## src/rtl/calc_pkg.sv

```systemverilog
// Shared key codes, key classes and enums for the keypad calculator controller.
package calc_pkg;

    localparam logic [3:0] KEY_DIGIT_MAX = 4'd9;
    localparam logic [3:0] KEY_CLEAR     = 4'hA;
    localparam logic [3:0] KEY_EQUALS    = 4'hB;
    localparam logic [3:0] KEY_UNUSED    = 4'hC;
    localparam logic [3:0] KEY_MUL       = 4'hD;
    localparam logic [3:0] KEY_SUB       = 4'hE;
    localparam logic [3:0] KEY_ADD       = 4'hF;

    localparam logic [1:0] CLS_CLEAR = 2'b01;
    localparam logic [1:0] CLS_OP    = 2'b10;
    localparam logic [1:0] CLS_EQ    = 2'b11;

    typedef enum logic [1:0] {ADD, SUB, MUL} op_e;

    typedef enum logic [1:0] {OPA, OPB, COMPUTE, SHOW} state_e;

    typedef enum logic [2:0] {K_NONE, K_DIGIT, K_OPER, K_EQ, K_CLR} key_e;

    // Digits win regardless of class; an operator class only counts for D/E/F.
    function automatic key_e decode_key(input logic [3:0] code, input logic [1:0] cls);
        if (code <= KEY_DIGIT_MAX) return K_DIGIT;
        if (cls == CLS_OP) begin
            if (code == KEY_MUL || code == KEY_SUB || code == KEY_ADD) return K_OPER;
            return K_NONE;
        end
        if (cls == CLS_EQ) return K_EQ;
        if (cls == CLS_CLEAR && code == KEY_CLEAR) return K_CLR;
        return K_NONE;
    endfunction

    function automatic op_e op_from_key(input logic [3:0] code);
        case (code)
            KEY_MUL: return MUL;
            KEY_SUB: return SUB;
            default: return ADD;
        endcase
    endfunction

endpackage

```

## src/rtl/calc_controller_mult.sv

```systemverilog
// Shift-add multiplier: one multiplier bit per cycle, W cycles after start.
module seq_multiplier #(
    parameter int W = 8
) (
    input  logic           clk_i,
    input  logic           rst_i,
    input  logic           start_i,
    input  logic [W-1:0]   a_i,
    input  logic [W-1:0]   b_i,
    output logic           done_o,
    output logic [2*W-1:0] product_o
);
    localparam int CW = $clog2(W + 1);

    logic [2*W-1:0] mcand_q;
    logic [W-1:0]   mplier_q;
    logic [2*W-1:0] acc_q, acc_d;
    logic [CW-1:0]  cnt_q;
    logic           run_q;

    // Product is offered combinationally in the last working cycle so the
    // controller can load it on the same edge that retires the final bit.
    always_comb begin
        acc_d     = acc_q + (mplier_q[0] ? mcand_q : '0);
        product_o = acc_d;
        done_o    = run_q && (cnt_q == CW'(1));
    end

    // Operand shift registers, accumulator and cycle down-counter.
    always_ff @(posedge clk_i) begin
        if (rst_i) begin
            mcand_q  <= '0;
            mplier_q <= '0;
            acc_q    <= '0;
            cnt_q    <= '0;
            run_q    <= 1'b0;
        end else if (start_i) begin
            mcand_q  <= {{W{1'b0}}, a_i};
            mplier_q <= b_i;
            acc_q    <= '0;
            cnt_q    <= CW'(W);
            run_q    <= 1'b1;
        end else if (run_q) begin
            acc_q    <= acc_d;
            mcand_q  <= mcand_q << 1;
            mplier_q <= mplier_q >> 1;
            cnt_q    <= cnt_q - CW'(1);
            if (cnt_q == CW'(1)) run_q <= 1'b0;
        end
    end

endmodule

```

## src/rtl/calc_controller.sv

```systemverilog
// Keypad calculator controller: operand entry, +/-/x on equals, display select.
//   state   | meaning
//   OPA     | entering first operand (or cleared)
//   OPB     | operator latched, entering second operand
//   COMPUTE | arithmetic in progress, keys dropped
//   SHOW    | result held in opA, awaiting next key
module calc_controller
    import calc_pkg::*;
#(
    parameter int W = 8
) (
    input  logic         Clock,
    input  logic         Reset,
    input  logic         keyValid,
    input  logic [3:0]   keyCode,
    input  logic [1:0]   stateEncoder,
    output logic [W-1:0] displayValue,
    output logic         negative,
    output logic         overflow,
    output logic         busy,
    output logic         resultValid
);
    state_e         state_q, state_d;
    op_e            op_q, op_d;
    logic [W-1:0]   opa_q, opa_d, opb_q, opb_d;
    logic           b_entered_q, b_entered_d;
    logic           negative_q, negative_d;
    logic           overflow_q, overflow_d;
    logic           result_valid_q, result_valid_d;

    key_e           key;
    logic [W+3:0]   acc_a, acc_b;
    logic [W:0]     sum;
    logic           mul_start, mul_done;
    logic [2*W-1:0] product;

    seq_multiplier #(.W(W)) u_mult (
        .clk_i    (Clock),
        .rst_i    (Reset),
        .start_i  (mul_start),
        .a_i      (opa_q),
        .b_i      (opb_q),
        .done_o   (mul_done),
        .product_o(product)
    );

    // Key classification and the candidate operand/sum values.
    always_comb begin
        key = K_NONE;
        if (keyValid && state_q != COMPUTE) key = decode_key(keyCode, stateEncoder);
        acc_a = {4'b0, opa_q} * (W+4)'(10) + (W+4)'(keyCode);
        acc_b = {4'b0, opb_q} * (W+4)'(10) + (W+4)'(keyCode);
        sum   = {1'b0, opa_q} + {1'b0, opb_q};
    end

    // Next-state and register updates for the sequencing FSM.
    always_comb begin
        state_d        = state_q;
        op_d           = op_q;
        opa_d          = opa_q;
        opb_d          = opb_q;
        b_entered_d    = b_entered_q;
        negative_d     = negative_q;
        overflow_d     = overflow_q;
        result_valid_d = 1'b0;
        mul_start      = 1'b0;

        if (key == K_CLR) begin
            state_d     = OPA;
            op_d        = ADD;
            opa_d       = '0;
            opb_d       = '0;
            b_entered_d = 1'b0;
            negative_d  = 1'b0;
            overflow_d  = 1'b0;
        end else begin
            unique case (state_q)
                OPA: begin
                    if (key == K_DIGIT && acc_a[W+3:W] == '0) opa_d = acc_a[W-1:0];
                    if (key == K_OPER) begin
                        op_d        = op_from_key(keyCode);
                        opb_d       = '0;
                        b_entered_d = 1'b0;
                        state_d     = OPB;
                    end
                end
                OPB: begin
                    if (key == K_DIGIT) begin
                        if (acc_b[W+3:W] == '0) opb_d = acc_b[W-1:0];
                        b_entered_d = 1'b1;
                    end
                    if (key == K_OPER) op_d = op_from_key(keyCode);
                    if (key == K_EQ) begin
                        state_d   = COMPUTE;
                        mul_start = (op_q == MUL);
                    end
                end
                COMPUTE: begin
                    unique case (op_q)
                        ADD: begin
                            opa_d          = sum[W-1:0];
                            overflow_d     = sum[W];
                            negative_d     = 1'b0;
                            state_d        = SHOW;
                            result_valid_d = 1'b1;
                        end
                        SUB: begin
                            if (opa_q >= opb_q) begin
                                opa_d      = opa_q - opb_q;
                                negative_d = 1'b0;
                            end else begin
                                opa_d      = opb_q - opa_q;
                                negative_d = 1'b1;
                            end
                            overflow_d     = 1'b0;
                            state_d        = SHOW;
                            result_valid_d = 1'b1;
                        end
                        default: begin
                            if (mul_done) begin
                                opa_d          = product[W-1:0];
                                overflow_d     = |product[2*W-1:W];
                                negative_d     = 1'b0;
                                state_d        = SHOW;
                                result_valid_d = 1'b1;
                            end
                        end
                    endcase
                end
                SHOW: begin
                    if (key == K_DIGIT) begin
                        opa_d      = W'(keyCode);
                        negative_d = 1'b0;
                        overflow_d = 1'b0;
                        state_d    = OPA;
                    end
                    if (key == K_OPER) begin
                        negative_d  = 1'b0;
                        overflow_d  = 1'b0;
                        op_d        = op_from_key(keyCode);
                        opb_d       = '0;
                        b_entered_d = 1'b0;
                        state_d     = OPB;
                    end
                end
                default: state_d = OPA;
            endcase
        end
    end

    // State and datapath registers with synchronous reset.
    always_ff @(posedge Clock) begin
        if (Reset) begin
            state_q        <= OPA;
            op_q           <= ADD;
            opa_q          <= '0;
            opb_q          <= '0;
            b_entered_q    <= 1'b0;
            negative_q     <= 1'b0;
            overflow_q     <= 1'b0;
            result_valid_q <= 1'b0;
        end else begin
            state_q        <= state_d;
            op_q           <= op_d;
            opa_q          <= opa_d;
            opb_q          <= opb_d;
            b_entered_q    <= b_entered_d;
            negative_q     <= negative_d;
            overflow_q     <= overflow_d;
            result_valid_q <= result_valid_d;
        end
    end

    assign displayValue = (state_q == OPB && b_entered_q) ? opb_q : opa_q;
    assign negative     = negative_q;
    assign overflow     = overflow_q;
    assign busy         = (state_q == COMPUTE);
    assign resultValid  = result_valid_q;

endmodule

```

## config.mk

```make
export PLATFORM = sky130hd
export DESIGN_NAME = calc_controller
export DESIGN_NICKNAME = d
export VERILOG_FILES = /design/src/rtl/calc_pkg.sv /design/src/rtl/calc_controller_mult.sv /design/src/rtl/calc_controller.sv
export SDC_FILE = /design/constraint.sdc
export NUM_CORES = 1
export LEC_CHECK = 0
export ABC_CLOCK_PERIOD_IN_PS = 8100
export BUFFER_PORTS_ARGS = -buffer_cell sky130_fd_sc_hd__buf_2
export CAP_MARGIN = 20
export CORE_MARGIN = 4
export CORE_UTILIZATION = 45
export CTS_CLUSTER_DIAMETER = 30
export CTS_CLUSTER_SIZE = 28
export DETAILED_ROUTE_END_ITERATION = 8
export GPL_TIMING_DRIVEN = 0
export MAX_ROUTING_LAYER = met4
export PLACE_DENSITY_LB_ADDON = 0.25
export SYNTH_ARGS = -nofsm -noshare
export SYNTH_HDL_FRONTEND = slang
export SYNTH_SLANG_ARGS = --single-unit
```

## constraint.sdc

```tcl
create_clock -name Clock -period 8.1 [get_ports Clock]
set_input_delay 0.81 -clock Clock [delete_from_list [all_inputs] [get_ports Clock]]
set_output_delay 0.81 -clock Clock [all_outputs]
set_load 0.05 [all_outputs]
```

==> results.toml <==
[synth]
synth-seq-area-share_pct = 23.37
synth_commonest_cells = "85 x nor2_1, 77 x ha_1, 69 x dfxtp_1"
synth-edff-count = 0
synth_cells = 708
ys_top_cells_by_area = "dfxtp_1 23%, ha_1 16%, mux2i_1 7.6%, nor2_1 5.4%, xnor2_1 4.0%"
avgSynthCellArea_um2 = 8.347
yosysUniqueCellTypes = 69
synth.top_cell.area_share_pct = 23.37
postSynth.asyncResetShare_pct = 0
synth_seq_cells = 69
synth_flop_cell = "dfxtp_1"
syn_area_mm2 = 0.005909
yosysTopAreaCell = "dfxtp_1"
yosys_warnings = 0
synth_most_common_cell = "nor2_1"
synth_nets = 802

[global_routing]
track_usage_pct = 22.86
grt_pass1_vias = 5276
grt_max_degree = 15
antenna_found_initial = 0
grt_pass1_wl_um = 26190
gr-total-overflow = 0

[clocking]
hold_buffers = 0
cts_resized = 0
clock_path_buffers = 2
cts.reportedPaths.clkPinSlew_ps = 60
postCtsSetupRepairBufs = 0
cts_buffers = 9
cts_tree = "done"
root_buffer = "clkbuf_16"
clock-sinks = 69
htree_num_levels = 3
worstSkewPairLatency_ps = 350

[worst_setup_path]
critical-path-top-delay-family = "compound AO/OA/AOI/OAI gates"
critPathRequiredTime_ps = 8360
crit_chain = "inv_1, ha_1, nand4_1, and3_1, o21ai_4, mux2_1, a31oi_1, a21oi_1, xnor2_1, a21oi_1, a211oi_1"
critPathLaunchType = "flop"
cpMaxStageDelayCell = "dfxtp_1"
end_kind = "flop"
worst-r2r-setup-slack_ps = 4360
critical-path-top-cell-by-count = "a21oi_1"
critical_path_arrival_ps = 4000
critical-path-max-stage-delay_ps = 730
crit_buf_inv = 1
critPathMaxFanout = 10
criticalPathCategory = "flop to flop"

[detailed_routing]
drtPass1Iterations = 5
antenna_left = 0
vias = 5243
finalWirelength_um = 15740
routedWlPerCell_um = 17.19
drt_iter0_drc = 472
drc = 0
via_per_inst = 5.724

[sta]
tns_ps = 0
slew_headroom_pct = 47.55
fin_crit_sh_pct = 46.20
rsz0062_at_grt = "no"
fmax_mhz = 267.2
tightest_slew_ps = 786.7
setup_viol = 0
fin_skew_ps = 9.488
slew_violations = 0
hold_viol_final = 0
fin_crit_ps = 3742

[layout]
nets = 833
area.sequential_mm2 = 0.001381
multiInputGateArea_mm2 = 0.004222
drive_gt1_share_pct = 8.333
final_util_pct = 51.52
syn2layout_area_growth_pct = 10.93
fill_cells = 1252
diodes = 0

[power_and_ir_drop]
peakVddDrop_v = 0.0001112
power.density_mw_per_mm2 = 262.8
leakage_nw = 2.747

[floorplanning]
fp.dieW_um = 122.6
ioPinCount = 21
die-area_mm2 = 0.01503
rows = 41
die_h_um = 122.6
core_mm2 = 0.01272
start_util_pct = 46.45

[hold_path]
hold_path_class = "flop to flop"

[outcome]
status = "finished clean"

[job]
cap_violations = 0

[placement]
gp_congestion = 0.9679
port_buffers = 20
hpwl_um = 12160
## worst min-delay path: stages (launching register included)
cell      delay [ps]
dfxtp_1          320
nor2_1            80
a211oi_1          50
## stage by stage
stage	total power, mW	hold slack [ps]	std cells	instance area [µm²]	setup WS [ps]
after floorplan	1.054	460.3	708	5909	5061
after global placement	1.250	467.6	900	6225	4498
after detailed placement	1.274	489.5	900	6225	4423
after CTS	1.718	501.3	916	6555	4401
after global routing	1.829	522.0	916	6555	4134
final	1.723	498.2	916	6555	4358
## layer usage
layer	wire (µm)	global-route usage (%)	vias up
met3	766	3.502	49
li1	-	-	2582
met2	7358	36.86	162
met4	679	11.69	0
met5	0	-	-
met1	6939	27.76	2450
## logic make-up (layout without fill, tap and decap cells)
kind of cell             Yosys count  count (layout)  share of synthesized area [%]
XOR/XNOR                          41              41                          6.077
buffers and inverters             79             115                          5.187
multiplexers                      55              55                          9.528
adder cells (fa/ha/maj)           85              85                          19.01
AND/OR/NAND/NOR                  216             216                          17.93
flip-flops                        69              69                          23.37
AO/OA/AOI/OAI                    163             163                          18.89
## sequential cells by signal, summed over array words and instances (netlist names)
signal           flops
b_entered_q          1
negative             1
op_q                 2
opa_q                8
opb_q                8
overflow             1
resultValid          1
state_q              2
u_mult.acc_q        16
u_mult.cnt_q         4
u_mult.mcand_q      16
u_mult.mplier_q      8
u_mult.run_q         1
## layout make-up
class | instances | area share [%]
clock inverters | 7 | 1.603
inverters | 45 | 2.577
repair buffers | 20 | 1.527
flip-flops and latches | 69 | 21.07
well taps | 172 | 3.283
clock buffers | 9 | 3.436
plain buffers | 34 | 2.100
multi-input cells | 560 | 64.40
## power by group
| part | switching (mW) | internal [mW] |
|---|---|---|
| Combinational | 0.523 | 0.328 |
| Sequential | 0.0682 | 0.362 |
| Clock | 0.168 | 0.274 |
| Total | 0.759 | 0.964 |
## final timing paths
check	from	end	depth (start not counted)
worst max-delay path	opa_q[1]	opa_q[5]	11
worst min-delay path	u_mult.acc_q[2]	u_mult.acc_q[2]	2
worst min register to register	u_mult.acc_q[2]	u_mult.acc_q[2]	2
worst max register to register	opa_q[1]	opa_q[5]	11
## layout by cell type (no fill, tap or decap), drive strengths merged, types with 14 or more instances in the layout
master	Yosys	layout
a211oi	30	30
a21oi	38	38
and2	16	16
buf	12	32
clkbuf	22	31
dfxtp	69	69
ha	77	77
inv	45	48
mux2i	45	45
nand2	40	40
nor2	85	85
o21ai	25	25
xnor2	27	27
xor2	14	14
Power figures use the tool's default switching activity.
